$ cat src/rtl/seq_stream_gen.sv
`default_nettype none
// +-------------------------------------------------------------------------+
// | seq_stream_gen: MSB-first serial stimulus source with "101" tracker.     |
// | Optional even-parity trailer bit: SEQ_GEN_PARITY_EN.                     |
// | Revision: 1.0                                                            |
// +-------------------------------------------------------------------------+
module seq_stream_gen #(
  parameter int WIDTH = 8,
  parameter int CNT_W = 4
) (
  input  logic             clk,
  input  logic             reset,
  input  logic             load,
  input  logic [WIDTH-1:0] din,
  output logic             ready,
  output logic             x_out,
  output logic             x_valid,
  output logic             done,
  output logic [CNT_W-1:0] match_cnt
);

`ifdef SEQ_GEN_PARITY_EN
  localparam int NBITS = WIDTH + 1;
`else
  localparam int NBITS = WIDTH;
`endif
  localparam int                BC_W      = $clog2(NBITS);
  localparam logic [BC_W-1:0]   C_LAST    = BC_W'(NBITS - 1);
  localparam logic [CNT_W-1:0]  C_CNT_MAX = '1;

  typedef enum logic [1:0] {S_IDLE = 2'd0, S_SHIFT = 2'd1, S_DONE = 2'd2} state_t;
  typedef enum logic [1:0] {T0 = 2'd0, T1 = 2'd1, T2 = 2'd2} trk_t;

  state_t             state, state_n;
  trk_t               trk, trk_n;
  logic [NBITS-1:0]   sreg, sreg_n;
  logic [BC_W-1:0]    bcnt, bcnt_n;
  logic [CNT_W-1:0]   cnt_n;
  logic               ready_n, valid_n, done_n;
  logic [NBITS-1:0]   load_word;

`ifdef SEQ_GEN_PARITY_EN
  assign load_word = {din, ^din};
`else
  assign load_word = din;
`endif

  // The shifter drains to zero after the last bit, so its MSB is a clean
  // registered serial output that already reads 0 in IDLE and DONE.
  assign x_out = sreg[NBITS-1];

  always_comb begin
    state_n = state;
    trk_n   = trk;
    sreg_n  = sreg;
    bcnt_n  = bcnt;
    cnt_n   = match_cnt;
    case (state)
      S_IDLE: begin
        if (load) begin
          state_n = S_SHIFT;
          sreg_n  = load_word;
          bcnt_n  = C_LAST;
          cnt_n   = '0;
          trk_n   = T0;
        end
      end
      S_SHIFT: begin
        sreg_n = {sreg[NBITS-2:0], 1'b0};
        bcnt_n = bcnt - BC_W'(1);
        if (bcnt == '0) begin
          state_n = S_DONE;
        end
        case (trk)
          T0: trk_n = x_out ? T1 : T0;
          T1: trk_n = x_out ? T1 : T2;
          T2: begin
            trk_n = x_out ? T1 : T0;
            if (x_out && (match_cnt != C_CNT_MAX)) begin
              cnt_n = match_cnt + CNT_W'(1);
            end
          end
          default: trk_n = T0;
        endcase
      end
      S_DONE:  state_n = S_IDLE;
      default: state_n = S_IDLE;
    endcase
    ready_n = (state_n == S_IDLE);
    valid_n = (state_n == S_SHIFT);
    done_n  = (state_n == S_DONE);
  end

  always_ff @(posedge clk or negedge reset) begin
    if (!reset) begin
      state     <= S_IDLE;
      trk       <= T0;
      sreg      <= '0;
      bcnt      <= '0;
      match_cnt <= '0;
      ready     <= 1'b1;
      x_valid   <= 1'b0;
      done      <= 1'b0;
    end else begin
      state     <= state_n;
      trk       <= trk_n;
      sreg      <= sreg_n;
      bcnt      <= bcnt_n;
      match_cnt <= cnt_n;
      ready     <= ready_n;
      x_valid   <= valid_n;
      done      <= done_n;
    end
  end

endmodule
`default_nettype wire

$ cat config.mk
export PLATFORM = sky130hd
export DESIGN_NAME = seq_stream_gen
export DESIGN_NICKNAME = d
export VERILOG_FILES = /design/src/rtl/seq_stream_gen.sv
export SDC_FILE = /design/constraint.sdc
export NUM_CORES = 1
export LEC_CHECK = 0
export BUFFER_PORTS_ARGS = -buffer_cell sky130_fd_sc_hd__buf_2
export CAP_MARGIN = 30
export CORE_ASPECT_RATIO = 1.5
export CORE_UTILIZATION = 25
export DETAILED_ROUTE_END_ITERATION = 8
export PLACE_DENSITY = 0.47
export SYNTH_ARGS = -nofsm -noshare
export SYNTH_HDL_FRONTEND = slang
export SYNTH_SLANG_ARGS = --single-unit
export TNS_END_PERCENT = 100
$ cat constraint.sdc
create_clock -name clk -period 1.4 [get_ports clk]
set_input_delay 0.28 -clock clk [delete_from_list [all_inputs] [get_ports clk]]
set_output_delay 0.28 -clock clk [all_outputs]
set_load 0.02 [all_outputs]
Yosys cells after proc, flatten, opt, wreduce, memory -nomap -nowiden
Cells that the tools add are included.

Flip-flop bits (word level): 22. Latch bits: 0. RAM bits: 0. Bits in read-only memories: 0. Input bits: 11. Memories kept: 0.

$add $sub $neg: 2. $mul: 0. Divide/modulo/power cells: 0. $lt $le $gt $ge: 0. Equal/unequal tests: 9. Shift operators: 0. Mux-type cells: 16. Bitwise logic cells: 0. Reductions and logical operators: 9.

Operators by type and width (number): 8-bit one-hot mux with 2 select lines (1); 4-bit 2-to-1 mux (3); 2-bit one-hot mux with 2 select lines (3); 2-bit 2-to-1 mux (4); 8-bit 2-to-1 mux (1); 4-bit one-hot mux with 2 select lines (1); 2-bit by 1-bit equality test with 1-bit output, second input constant (3); 2-bit logical NOT (3); 2-bit inequality test, second input constant (3); 3-bit one-hot mux with 2 select lines (1); 4-bit by 1-bit adder with 4-bit output, second input constant (1); 2-bit equality test, second input constant (2); 4-bit inequality test, second input constant (1); 4-bit AND reduction (1); 3-bit logical NOT (1); 3-bit 2-to-1 mux (1); 3-bit by 1-bit subtractor with 3-bit output, second input constant (1); 2-bit AND reduction (1); 2-bit nonzero test (1); 2-bit OR reduction (1); 1-bit logical AND (1); 1-bit 2-to-1 mux (1).

Depth between registers and ports, before layout
Gate-level depths: netlist of run 1.

Depth in word-level cells: 5. Depth in mapped cells: 5.

Worst setup path after synthesis of run 1
Ideal clock, no wire load.

Kind: register to register. Start: register match_cnt[0]. End: register match_cnt[0]. Setup time: 126 ps. Arrival: 1284 ps. Slack: -10 ps. Cell stages (with the launch flop): 5. Buffers on the path: 0. Clock period less this slack: 1410 ps. Cell sequence: dfrtp_1 > ha_1 > nand3_1 > and2_1 > a221o_1.

Longest elaborated chain between the ends: 4. Elaborated cells between the ends (all ways): 8.

RTL lines: start: declaration (RTL line 19) `output logic [CNT_W-1:0] match_cnt`; start signal: assignment (RTL line 109) `match_cnt <= cnt_n;`; 4-bit by 1-bit adder with 4-bit output or 4-bit inequality test (tied branches) (RTL line 80, 79); 4-bit 2-to-1 mux or 1-bit logical AND (tied branches) (RTL line 79) `if (x_out && (match_cnt != C_CNT_MAX)) begin`; 4-bit 2-to-1 mux or 2-bit inequality test (tied branches); 4-bit one-hot mux with 2 select lines or 4-bit AND reduction (tied branches).

Parallel ways exist; a longest one is shown, timed or not. The select of a mux whose other input is x is not followed. A chain may end at the register's enable or synchronous reset.

Worst setup path after layout of run 1
Start: register trk[0]. End: register match_cnt[3].

Longest elaborated chain between the ends: 3.

RTL lines: start: declaration (RTL line 35) `trk_t trk, trk_n;`; start signal: assignment (RTL line 106) `trk <= trk_n;`; 2-bit equality test (RTL line 74) `case (trk)`; 2-bit inequality test (no line); 4-bit AND reduction (no line).

Every way passes these cells.

==> results of run 1 <==
## timing repair
action / 4_1_cts / 5_1_grt
hold buffers: 1 / 0
setup endpoints to repair: 0 / 0
setup buffers: 0 / 0
hold endpoints to repair: 8 / 0
## routing by layer
layer,vias up,global-route usage [%],wire (um)
met2,20,18.3,1070
li1,418,-,-
met5,-,0,0
met1,405,12.8,987
met4,0,3.75,8
met3,2,1.67,82
## registers in the layout (all words and copies together), names as in the netlist
signal and count:
ready 1, done 1, sreg 8, trk 2, bcnt 3, state 2
x_valid 1, match_cnt 4
## cell usage in the layout, fill, tap and decap left out, drive strengths merged, types with 4 or more instances in the layout
master,count
nand2,25
clkbuf,4
nor2,9
a31oi,9
inv,5
buf,25
dfrtp,21
## critical path: stages (launching register included)
cell	delay, ns
dfrtp_1	0.41
and3b_1	0.34
nor4bb_1	0.33
a211o_1	0.15
## report_power, final
part	switching [W]	total [W]	internal, W
sequential	0.000141	0.00105	0.000905
clock	0.000210	0.000460	0.000251
combinational	0.000648	0.00114	0.000489
total	0.000998	0.00264	0.00164
## worst paths after layout
kind / to / slack [ns] / cells past startpoint
max reg2reg: match_cnt[3] / 0.11 / 3
min in group asynchronous: match_cnt[1] / 0.52 / 2
min reg2reg: sreg[0] / 0.50 / 2
max in group asynchronous: match_cnt[0] / 0.52 / 2
max: match_cnt[3] / 0.11 / 3
min: sreg[0] / 0.21 / 3
## layout make-up
type / instances / area (sq um) / share of cell area, %
Inverter: 5 / 18.8 / 1.47
Timing Repair Buffer: 26 / 153 / 12.0
Sequential cell: 22 / 553 / 43.4
Tap cell: 45 / 56.3 / 4.42
Multi-Input combinational cell: 74 / 439 / 34.4
Clock buffer: 4 / 55.1 / 4.32
## metrics by stage
| step | power, W | utilization [%] | setup slack (ns) |
|---|---|---|---|
| floorplan | 0.00192 | - | 0.00433 |
| global placement | 0.00216 | 30.3 | 0.143 |
| detailed placement | 0.00222 | 30.3 | 0.124 |
| CTS | 0.00269 | 31.9 | 0.111 |
| global route | 0.00289 | 31.9 | 0.0274 |
| finish | 0.00264 | 31.9 | 0.111 |
## cell families (layout without fill, tap and decap cells)
logic type | after synthesis | in the layout
buffers and inverters | 11 | 35
xor gates and xnor gates | 1 | 1
and+or+nand+nor | 47 | 47
AOI/OAI and AO/OA | 23 | 23
adders and majority gates | 3 | 3
DFF | 22 | 22
==> impl_metrics.env, run 1 <==
export IMPL_status="finished clean"
export IMPL_grt_max_degree=23
export IMPL_whs_ns=0.206
export IMPL_grt_usage_pct=10.6
export IMPL_synth_flop_cell="dfrtp_1"
export IMPL_synth_simple_area_share_pct=21.6
export IMPL_syn_nets=121
export IMPL_dp_cells=171
export IMPL_synthXorXnorAreaFrac_pct=0.825
export IMPL_ys_types=28
export IMPL_max_freq_mhz=776
export IMPL_synthDominantCellAreaShare_pct=49.5
export IMPL_rsz0062_at_grt="false"
export IMPL_relSlewSlack_pct=66.0
export IMPL_hold_viol=0
export IMPL_synth_edff_count=0
export IMPL_cts_tree="done"
export IMPL_clock_skew_ns=0.00253
export IMPL_post_synth_main_area_contributors="dfrtp_1 50%, nand2_1 8.8%, a31oi_1 5.3%"
export IMPL_finalSetupTns_ns=0
export IMPL_layout_drive_gt1_share_pct=26.0
export IMPL_synth_commonest_cells="25 x nand2_1, 21 x dfrtp_1, 9 x a31oi_1, 9 x nor2_1, 5 x inv_1"
export IMPL_drt_iter0_markers=10
export IMPL_ys_seq_area_share_pct=52.0
export IMPL_nets=146
export IMPL_cts_resized=0
export IMPL_synth_seq_cells=22
export IMPL_cts_sinks=22
export IMPL_cp_required_ns=1.60
export IMPL_insertion_delay_ns=0.26
export IMPL_drc=0
export IMPL_worstMarginPinSlew_ns=0.510
export IMPL_timing_final_crit_period_ns=1.29
export IMPL_crit_start="trk[0]"
export IMPL_hold_path_class="in -> reg"
export IMPL_antenna_found_initial=0
export IMPL_synth_compound_area_share_pct=15.4
export IMPL_maxCapViolations=0
export IMPL_crit_type="reg -> reg"
export IMPL_grt_pass1_wl_um=3520
export IMPL_io_buffers=18
export IMPL_finalCritPeriodShare_pct=92.0
export IMPL_wl_per_cell_um=12.2
export IMPL_die_height_um=81.8
export IMPL_start_util_pct=26.6
export IMPL_place_area_sq_um=1210
export IMPL_cp_arrival_ns=1.49
export IMPL_dr_total_vias=845
export IMPL_final_cell_count_no_fill=176
export IMPL_clk_pin_slew_worst_paths_ns=0.08
export IMPL_synth_area_leader_cell="dfrtp_1"
export IMPL_core_sq_um=3990
export IMPL_row_count=28
export IMPL_synthCells=107
export IMPL_stdcell_area_sq_um=1270
export IMPL_slew_violations=0
export IMPL_grt_pass1_vias=823
export IMPL_setup_viol=0
export IMPL_insertedDiodeCount=0
export IMPL_fp_dieArea_sq_um=4510
export IMPL_grt_overflow=0
export IMPL_dr_pass1_iters=4
export IMPL_end_kind="register"
export IMPL_synthArstFlopShare_pct=100
export IMPL_start_kind="register"
export IMPL_cts_buffers=3
export IMPL_antenna_left=0
export IMPL_cts_buffer_depth=2
export IMPL_cts_htree_levels=1
export IMPL_cts_root_buf="clkbuf_8"
export IMPL_r2r_start="trk[0]"
export IMPL_wl_um=2150
export IMPL_yosysWarningCount=0
export IMPL_synth_avg_cell_area_sq_um=9.92
export IMPL_ioPinCount=19
export IMPL_via_per_inst=4.80
export IMPL_synthMuxAreaShare_pct=0
export IMPL_synth_most_common_cell="nand2_1"
export IMPL_hold_path_startpoint="din[0]"
export IMPL_p_per_area_nw_per_um2=2070
export IMPL_dp_hpwl_um=1540
export IMPL_p_leak_nw=0.639
export IMPL_gp_congestion=0.690
export IMPL_synth_top_family_by_area="simple AND/OR/NAND/NOR gates"
export IMPL_fill_cells=457
export IMPL_vdd_drop_max_mv=0.755
export IMPL_synthesis_area_sq_um=1060
export IMPL_fp_dieW_um=55.2
export IMPL_synthAdderAreaFrac_pct=3.54
export IMPL_crit_fanout=7
export IMPL_syn2layout_area_growth_pct=20.2
Note: power is estimated with default switching activity, not from simulation.
==> inputs of run 2 (changes only) <==
- CTS_BUF_LIST: not set -> sky130_fd_sc_hd__clkbuf_16
==> run 2 against run 1 <==
Compared with the run above:
- wire length decreased by 0.70%
- via count down 0.59%
- first-iteration DRC count rose to 3.0 times the previous value
- worst setup slack improved by 0.00051 ns
- critical path type unchanged
- largest cell class unchanged
- critical endpoint unchanged
- final cell count is 0.57% lower
- clock skew decreased by 0.00080 ns
- sequential cell count unchanged
- core utilization increased by 0.34 points
- critical path depth stayed put
- the run now ends with hold timing left
- maximum frequency is essentially flat
==> impl_metrics.env, run 2 (synthesis gave the netlist of run 1 again) <==
export IMPL_status="finished, violations left"
export IMPL_violations="hold timing"
export IMPL_max_freq_mhz=776
export IMPL_cts_sinks=22
export IMPL_p_per_area_nw_per_um2=2160
export IMPL_cts_root_buf="clkbuf_16"
export IMPL_wl_per_cell_um=12.2
export IMPL_worstMarginPinSlew_ns=0.505
export IMPL_cp_arrival_ns=1.48
export IMPL_layout_commonest_cell="nand2_1"
export IMPL_crit_fanout=7
export IMPL_finalCritPeriodShare_pct=92.0
export IMPL_end_kind="register"
export IMPL_holdBufCountCts=0
export IMPL_vdd_drop_max_mv=0.887
export IMPL_maxCapViolations=0
export IMPL_die_height_um=81.8
export IMPL_largestRegisters="sreg: 8 flops, match_cnt: 4 flops, bcnt: 3 flops"
export IMPL_row_count=28
export IMPL_cts_resized=0
export IMPL_hold_viol=21
export IMPL_antenna_found_initial=0
export IMPL_core_sq_um=3990
export IMPL_crit_type="reg -> reg"
export IMPL_whs_ns=-0.00929
export IMPL_start_util_pct=26.6
export IMPL_slew_violations=0
export IMPL_grt_usage_pct=10.7
export IMPL_wl_um=2130
export IMPL_relSlewSlack_pct=66.3
export IMPL_io_buffers=18
export IMPL_fill_cells=454
export IMPL_final_cell_count_no_fill=175
export IMPL_antenna_left=0
export IMPL_fp_dieArea_sq_um=4510
export IMPL_place_area_sq_um=1210
export IMPL_p_leak_nw=0.644
export IMPL_drt_iter0_markers=30
export IMPL_ioPinCount=19
export IMPL_grt_max_degree=23
export IMPL_postCtsSetupBuffers=0
export IMPL_dr_total_vias=840
export IMPL_start_kind="register"
export IMPL_r2r_slack_ns=0.11
export IMPL_dp_hpwl_um=1540
export IMPL_most_common_layout_cells="25 x nand2_1, 20 x dfrtp_1, 18 x buf_2"
export IMPL_cts_htree_levels=1
export IMPL_insertion_delay_ns=0.25
export IMPL_finalSetupTns_ns=0
export IMPL_pre_cts_slack_ns=0.124
export IMPL_grt_pass1_vias=825
export IMPL_regMostFlops="sreg"
export IMPL_largest_reg_flops=8
export IMPL_fp_dieW_um=55.2
export IMPL_timing_final_crit_period_ns=1.29
export IMPL_setup_viol=0
export IMPL_insertedDiodeCount=0
export IMPL_rsz0062_at_grt="false"
export IMPL_cts_buffers=3
export IMPL_clock_skew_ns=0.00173
export IMPL_drc=0
export IMPL_nets=145
export IMPL_gp_congestion=0.690
export IMPL_via_per_inst=4.80
export IMPL_postLayoutCoreUtil_pct=32.3
export IMPL_cp_required_ns=1.59
export IMPL_grt_pass1_wl_um=3520
export IMPL_cts_tree="done"
export IMPL_hold_path_class="in -> async"
export IMPL_clk_pin_slew_worst_paths_ns=0.06
export IMPL_fin_ws_ns=0.112
export IMPL_stdcell_area_sq_um=1290
export IMPL_dr_pass1_iters=4
export IMPL_dp_cells=171
export IMPL_syn2layout_area_growth_pct=21.5
export IMPL_cts_buffer_depth=2
export IMPL_layout_drive_gt1_share_pct=25.4
export IMPL_grt_overflow=0
-- run 2: changes by cell type in the layout (fill, tap and decap cells not counted) --
cell / change
clkbuf_8: -4
clkbuf_16: +3
clkinv_1: +1
dlygate4sd3_1: -1
-- run 2: report_power, final --
group / internal [W] / leakage, nW / total, W / switching [W]
sequential: 0.000907 / 0.266 / 0.00105 / 0.000142
combinational: 0.000488 / 0.339 / 0.00114 / 0.000648
clock: 0.000381 / 0.0385 / 0.000604 / 0.000223
total: 0.00178 / 0.644 / 0.00279 / 0.00101
-- run 2: metal layers --
layer,vias up,wire [um],global-route usage [%]
met5,-,0,0
met4,0,24,5.25
met3,4,58,1.11
met2,16,1070,18.6
met1,403,985,12.5
li1,417,-,-
-- run 2: per-stage QoR --
| stage | power [W] | hold slack (ns) |
|---|---|---|
| 2_1_floorplan | 0.00192 | -0.0156 |
| 3_3_place_gp | 0.00216 | 0.279 |
| 3_5_place_dp | 0.00222 | 0.291 |
| 4_1_cts | 0.00284 | 0.0137 |
| 5_1_grt | 0.00303 | 0.0403 |
| 6_report | 0.00279 | -0.00929 |
-- run 2: cell type report --
cell class | count | area (sq um) | share of cell area (%)
Timing Repair Buffer | 25 | 143 | 11.1
Clock buffer | 3 | 75.1 | 5.83
Inverter | 5 | 18.8 | 1.46
Sequential cell | 22 | 553 | 42.9
Clock inverter | 1 | 3.75 | 0.291
Tap cell | 45 | 56.3 | 4.37
Multi-Input combinational cell | 74 | 439 | 34.1
-- run 2: worst max-delay path, stage by stage (launching register included) --
cell and delay [ns]:
dfrtp_1 0.40, and3b_1 0.34, nor4bb_1 0.33, a211o_1 0.15
-- run 2: path summary, 6_finish.rpt --
path | end | start | cells after the start
hold / removal | match_cnt[1] | reset | 1
hold reg to reg | sreg[0] | sreg[0] | 2
max in group asynchronous | match_cnt[0] | reset | 1
setup reg to reg | match_cnt[3] | trk[0] | 3
setup / recovery | match_cnt[3] | trk[0] | 3
min in group clk | sreg[0] | din[0] | 3
